$ cat src/rtl/relu_stream_ctrl.sv
// relu_stream_ctrl: streams a tile from the input buffer through ReLU into the output buffer.
// Optional RELU_CLAMP_EN: clamp non-negative results to CLAMP_MAX (ReLU6-style).

module relu_stage #(
   parameter int N = 16,
   parameter logic [N-1:0] CLAMP_MAX = 16'h0600
) (
   input  logic [N-1:0] din,
   output logic [N-1:0] dout,
   output logic         neg
);

`ifndef RELU_CLAMP_EN
   logic unused_clamp;
   assign unused_clamp = ^CLAMP_MAX;
`endif

   // zero negatives, optionally clamp large positives
   always_comb begin
      neg  = din[N-1];
      dout = din;
      if (neg) begin
         dout = '0;
`ifdef RELU_CLAMP_EN
      end else if ($signed(din) > $signed(CLAMP_MAX)) begin
         dout = CLAMP_MAX;
`endif
      end
   end

endmodule

module relu_stream_ctrl #(
   parameter int N = 16,
   parameter int ADDR_W = 12,
   parameter int LEN_W = 12,
   parameter logic [N-1:0] CLAMP_MAX = 16'h0600
) (
   input  logic              clk,
   input  logic              rst_n,
   input  logic              start,
   input  logic [LEN_W-1:0]  cfg_len,
   input  logic [ADDR_W-1:0] cfg_rd_base,
   input  logic [ADDR_W-1:0] cfg_wr_base,
   output logic              busy,
   output logic              done,
   output logic              rd_en,
   output logic [ADDR_W-1:0] rd_addr,
   input  logic [N-1:0]      rd_data,
   output logic              wr_en,
   output logic [ADDR_W-1:0] wr_addr,
   output logic [N-1:0]      wr_data,
   input  logic              wr_ready,
   output logic [LEN_W-1:0]  neg_count
);

   typedef enum logic [1:0] {
      S_IDLE,
      S_RUN,
      S_DRAIN,
      S_DONE
   } state_t;

   state_t state_q, state_d;

   logic [LEN_W-1:0]  len_q;
   logic [LEN_W-1:0]  rd_cnt;
   logic [LEN_W-1:0]  wr_cnt;
   logic [LEN_W-1:0]  wr_cnt_nx;
   logic [ADDR_W-1:0] rd_ptr;
   logic [ADDR_W-1:0] wr_ptr;

   logic         rd_pend;
   logic         out_v;
   logic [N-1:0] out_data;
   logic         out_neg;
   logic         skid_v;
   logic [N-1:0] skid_data;
   logic         skid_neg;

   logic [N-1:0] relu_y;
   logic         relu_neg;
   logic         hs;
   logic         free;
   logic         room;
   logic         rd_go;
   logic         accept;
   logic [1:0]   occ;

   relu_stage #(
      .N         (N),
      .CLAMP_MAX (CLAMP_MAX)
   ) u_relu (
      .din  (rd_data),
      .dout (relu_y),
      .neg  (relu_neg)
   );

   assign hs        = out_v & wr_ready;
   assign free      = ~out_v | hs;
   assign occ       = 2'(out_v) + 2'(skid_v) + 2'(rd_pend);
   assign room      = (occ - 2'(hs)) < 2'd2;
   assign wr_cnt_nx = wr_cnt + LEN_W'(hs);

   assign rd_en   = rd_go;
   assign rd_addr = rd_ptr;
   assign wr_en   = out_v;
   assign wr_addr = wr_ptr;
   assign wr_data = out_data;

   // job sequencing: next state, busy/done, read issue
   always_comb begin
      state_d = state_q;
      busy    = 1'b0;
      done    = 1'b0;
      rd_go   = 1'b0;
      accept  = 1'b0;
      unique case (state_q)
         S_IDLE: begin
            if (start) begin
               accept = 1'b1;
               // empty job still shows one busy cycle
               state_d = (cfg_len == '0) ? S_DRAIN : S_RUN;
            end
         end
         S_RUN: begin
            busy  = 1'b1;
            rd_go = (rd_cnt != len_q) & room;
            if (rd_cnt + LEN_W'(rd_go) == len_q)
               state_d = S_DRAIN;
         end
         S_DRAIN: begin
            busy = 1'b1;
            if (wr_cnt_nx == len_q)
               state_d = S_DONE;
         end
         S_DONE: begin
            done    = 1'b1;
            state_d = S_IDLE;
         end
         default: state_d = S_IDLE;
      endcase
   end

   // state register
   always_ff @(posedge clk) begin
      if (!rst_n) state_q <= S_IDLE;
      else        state_q <= state_d;
   end

   // job counters, address pointers and sparsity count
   always_ff @(posedge clk) begin
      if (!rst_n) begin
         len_q     <= '0;
         rd_cnt    <= '0;
         wr_cnt    <= '0;
         rd_ptr    <= '0;
         wr_ptr    <= '0;
         neg_count <= '0;
      end else if (accept) begin
         len_q     <= cfg_len;
         rd_cnt    <= '0;
         wr_cnt    <= '0;
         rd_ptr    <= cfg_rd_base;
         wr_ptr    <= cfg_wr_base;
         neg_count <= '0;
      end else begin
         if (rd_go) begin
            rd_cnt <= rd_cnt + 1'b1;
            rd_ptr <= rd_ptr + 1'b1;
         end
         if (hs) begin
            wr_cnt <= wr_cnt_nx;
            wr_ptr <= wr_ptr + 1'b1;
            if (out_neg && !(&neg_count))
               neg_count <= neg_count + 1'b1;
         end
      end
   end

   // two-entry output/skid storage fed by returning reads
   always_ff @(posedge clk) begin
      if (!rst_n) begin
         rd_pend   <= 1'b0;
         out_v     <= 1'b0;
         out_data  <= '0;
         out_neg   <= 1'b0;
         skid_v    <= 1'b0;
         skid_data <= '0;
         skid_neg  <= 1'b0;
      end else begin
         rd_pend <= rd_go;
         if (free) begin
            if (skid_v) begin
               out_v     <= 1'b1;
               out_data  <= skid_data;
               out_neg   <= skid_neg;
               skid_v    <= rd_pend;
               skid_data <= relu_y;
               skid_neg  <= relu_neg;
            end else if (rd_pend) begin
               out_v    <= 1'b1;
               out_data <= relu_y;
               out_neg  <= relu_neg;
            end else begin
               out_v <= 1'b0;
            end
         end else if (rd_pend) begin
            skid_v    <= 1'b1;
            skid_data <= relu_y;
            skid_neg  <= relu_neg;
         end
      end
   end

endmodule

$ cat config.mk
export PLATFORM = sky130hd
export DESIGN_NAME = relu_stream_ctrl
export DESIGN_NICKNAME = d
export VERILOG_FILES = /design/src/rtl/relu_stream_ctrl.sv
export SDC_FILE = /design/constraint.sdc
export NUM_CORES = 1
export LEC_CHECK = 0
export BUFFER_PORTS_ARGS = -buffer_cell sky130_fd_sc_hd__buf_2
export CAP_MARGIN = 15
export CORE_AREA = 2 2 89 126
export CTS_BUF_LIST = sky130_fd_sc_hd__clkbuf_4 sky130_fd_sc_hd__clkbuf_8
export DETAILED_ROUTE_END_ITERATION = 16
export DIE_AREA = 0 0 91 128
export MAX_ROUTING_LAYER = met4
export PLACE_DENSITY_LB_ADDON = 0.2
export SYNTH_ARGS = -nofsm -noshare
export SYNTH_HDL_FRONTEND = slang
export SYNTH_SLANG_ARGS = --single-unit
$ cat constraint.sdc
create_clock -name clk -period 6.75 [get_ports clk]
set_input_delay 1.0125 -clock clk [delete_from_list [all_inputs] [get_ports clk]]
set_output_delay 1.0125 -clock clk [all_outputs]
set_load 0.1 [all_outputs]
==> results.cfg <==
[run_status]
outcome = finished, final reports clean

[placed_design]
place.gp.congestion = 0.934
dp_hpwl_mm = 10.2
port_buffers = 110
post-place-ws_ns = 1.78

[timing]
setup_tns_ns = 0
fmax_ghz = 0.207
timing.final.crit_share_pct = 71.6
worst_slew_pin_slew_ns = 1.05
rsz0062_at_grt = false
setup_ws_ns = 1.92
finClkSkew_ns = 0.0139
setup_viol = 0
drv_slew = 0
period_minus_slack_ns = 4.83
slew_headroom_pct = 29.7
hold_violations = 0
hold_ws_ns = 0.492

[power]
p_leak_nw = 2.56
power_density_nw_per_um2 = 336
vdd_drop_max_v = 0.000250

[global_route]
grt_pass1_wl_mm = 23.9
overflow = 0
grt_pass1_vias = 5062
grt_max_degree = 68
grt_usage_pct = 25.6
grt_antenna_before_repair = 0

[critical_path]
start_kind = input pin
crit_type = input pin to primary output
crit_fanout = 14
cp_slowest_cell = o311a_1
crit_required_ns = 5.74
endpoint_kind = primary output
rr_worst_depth = 17
crit_arrival_ns = 3.82
cp_cell_sequence = buf_2 -> nand2_1 -> inv_1 -> ha_1 -> inv_1 -> ha_1 -> a21oi_1 -> xor2_1 -> o311a_1 -> buf_2
slowest_delay_ns = 0.54

[clock_network]
htree_levels = 3
postCtsHoldBufs = 0
cts_buffers = 9
cts_setup_buffers = 0
cts-root-buf = clkbuf_8
max-clock-path-buffers = 2
clk_pin_slew_ns = 0.11
cts_resized = 0
clkSinkCount = 109
clk_latency_ns = 0.38
cts_tree = built

[layout]
fillerInstances = 1009
fin_util_pct = 61.9
syn2layout_area_growth_pct = 15.0
diodes = 0
drive_gt1_share_pct = 17.7
multiInputGateArea_um2 = 3300
ff_latch_area_um2 = 2180
fin_nets = 874

[worst_hold_path]
hp-class = flop to flop
min_path_cells = 2

[floorplanning]
die_w_um = 91
placementRows = 45
initial_core_util_pct = 53.8
fp.dieArea_um2 = 11600
core-area_um2 = 10600
fp.dieH_um = 128
ios = 112

[job]
drv_cap = 0

[routing]
drc = 0
wl_met3_um = 622
dr.pass1.iters = 6
wl_per_cell_um = 15.0
vias_per_cell = 5.72
vias = 5433
drt_iter0_markers = 238
wl_met1_mm = 6.12
wl_mm = 14.3
antenna_left = 0
route.met2.wl_mm = 7.00
top_layer_used = met4

[yosys]
synth_enable_flop_cells = 0
syn-num-nets = 790
seq_area_frac_synth_pct = 38.3
netlist_instances = 719
synth_top_area_share_pct = 38.3
synth.largest_area_cell = dfxtp_1
ys.flop_type = dfxtp_1
synthTopCellsByArea = dfxtp_1 (38%), nor2_1 (8.6%), xnor2_1 (6.6%)
async_flop_share_pct = 0
yosysUniqueCellTypes = 54
netlist_area_um2 = 5690
ys_warn_count = 0
synth-seq-cells = 109
synth.avg_cell_area_um2 = 7.92
==> final timing paths <==
check	startpoint	end	slack (ns)
min reg2reg	wr_cnt[0]$_SDFFE_PP0N_	wr_cnt[0]$_SDFFE_PP0N_	0.49
min	wr_cnt[0]$_SDFFE_PP0N_	wr_cnt[0]$_SDFFE_PP0N_	0.49
max	wr_ready	rd_en	1.92
max reg2reg	wr_en$_SDFFE_PN0N_	state_q[1]$_SDFFE_PN0P_	2.39
==> where the power goes <==
part	switching [mW]	total [mW]	internal, mW
Clock	0.241	0.421	0.180
Sequential	0.0946	0.818	0.723
Combinational	0.741	0.964	0.223
Total	1.08	2.20	1.13
==> placed cells by master, fill, tap and decap left out, drive strengths merged, types with 2 or more instances in the layout <==
cell type,count
a211oi,27
dfxtp,109
nand3,13
or3,9
o41ai,2
nand4,17
ha,15
mux2i,6
clkbuf,9
a32o,2
nor4b,4
nand2,72
or4,3
xnor2,43
and4,3
clkinv,3
a21oi,60
buf,115
a31oi,5
and3,10
o211ai,2
and2,4
nor4,7
o21ai,19
o311a,3
nand2b,17
nor3,18
o22ai,3
a311oi,7
inv,15
nor2b,3
nor2,131
a221oi,2
xor2,34
==> flip-flops by register name (all words and copies together) (netlist names) <==
register	flops
skid_v	1
skid_neg	1
out_neg	1
neg_count	12
wr_cnt	12
wr_addr	12
rd_cnt	12
state_q	2
rd_addr	12
rd_pend	1
wr_data	15
skid_data	15
len_q	12
wr_en	1
==> synth_stat cells (4+ instances only) <==
master      n
nor4b_1     4
o21ai_0    19
a311oi_1    7
a21oi_1    60
nor2_1    131
nor4_1      7
inv_1      12
nand2b_1   17
or3_1       9
dfxtp_1   109
clkbuf_1   34
ha_1       15
xor2_1     34
mux2i_1     6
nand2_1    72
and3_1      9
nand4_1    17
nand3_1    13
xnor2_1    43
and2_1      4
a211oi_1   27
a31oi_1     5
nor3_1     18
==> worst max-delay path: cells and delay by family <==
| family | cells | cell delay [ns] |
|---|---|---|
| buffers and inverters | 4 | 0.97 |
| AOI/OAI and AO/OA | 2 | 0.72 |
| adders and majority gates | 2 | 0.62 |
| and+or+nand+nor | 1 | 0.27 |
| xor gates and xnor gates | 1 | 0.22 |
==> logic make-up (layout without fill, tap and decap cells) <==
family | Yosys count | in the layout | share of synthesized area (%)
other | 1 | 1 | 0.0659
and+or+nand+nor | 315 | 315 | 25.6
xor gates and xnor gates | 77 | 77 | 11.8
adders and majority gates | 15 | 15 | 3.30
AOI/OAI and AO/OA | 142 | 142 | 16.0
buffers and inverters | 54 | 143 | 3.80
muxes | 6 | 6 | 1.05
DFF | 109 | 109 | 38.3
==> stage by stage <==
stage / cells / power (mW) / area, um2
after CTS: 946 / 2.20 / 6480
after detailed placement: 930 / 1.78 / 6270
after floorplan: 719 / 1.61 / 5690
final: 949 / 2.20 / 6550
after global routing: 949 / 2.31 / 6550
after global placement: 930 / 1.76 / 6270
==> area by class of cell <==
| cell class | count | area share, % |
|---|---|---|
| Multi-Input combinational cell | 556 | 50.4 |
| Inverter | 12 | 0.688 |
| Clock inverter | 7 | 1.36 |
| Clock buffer | 9 | 1.89 |
| Timing Repair Buffer | 115 | 9.59 |
| Sequential cell | 109 | 33.3 |
| Tap cell | 141 | 2.69 |
==> routing by layer <==
metal,GRT usage [%],up-vias
li1,-,2672
met1,31.2,2554
met2,42.0,167
met3,3.64,40
met4,11.9,0
met5,-,-
(Power assumes the default switching activity.)
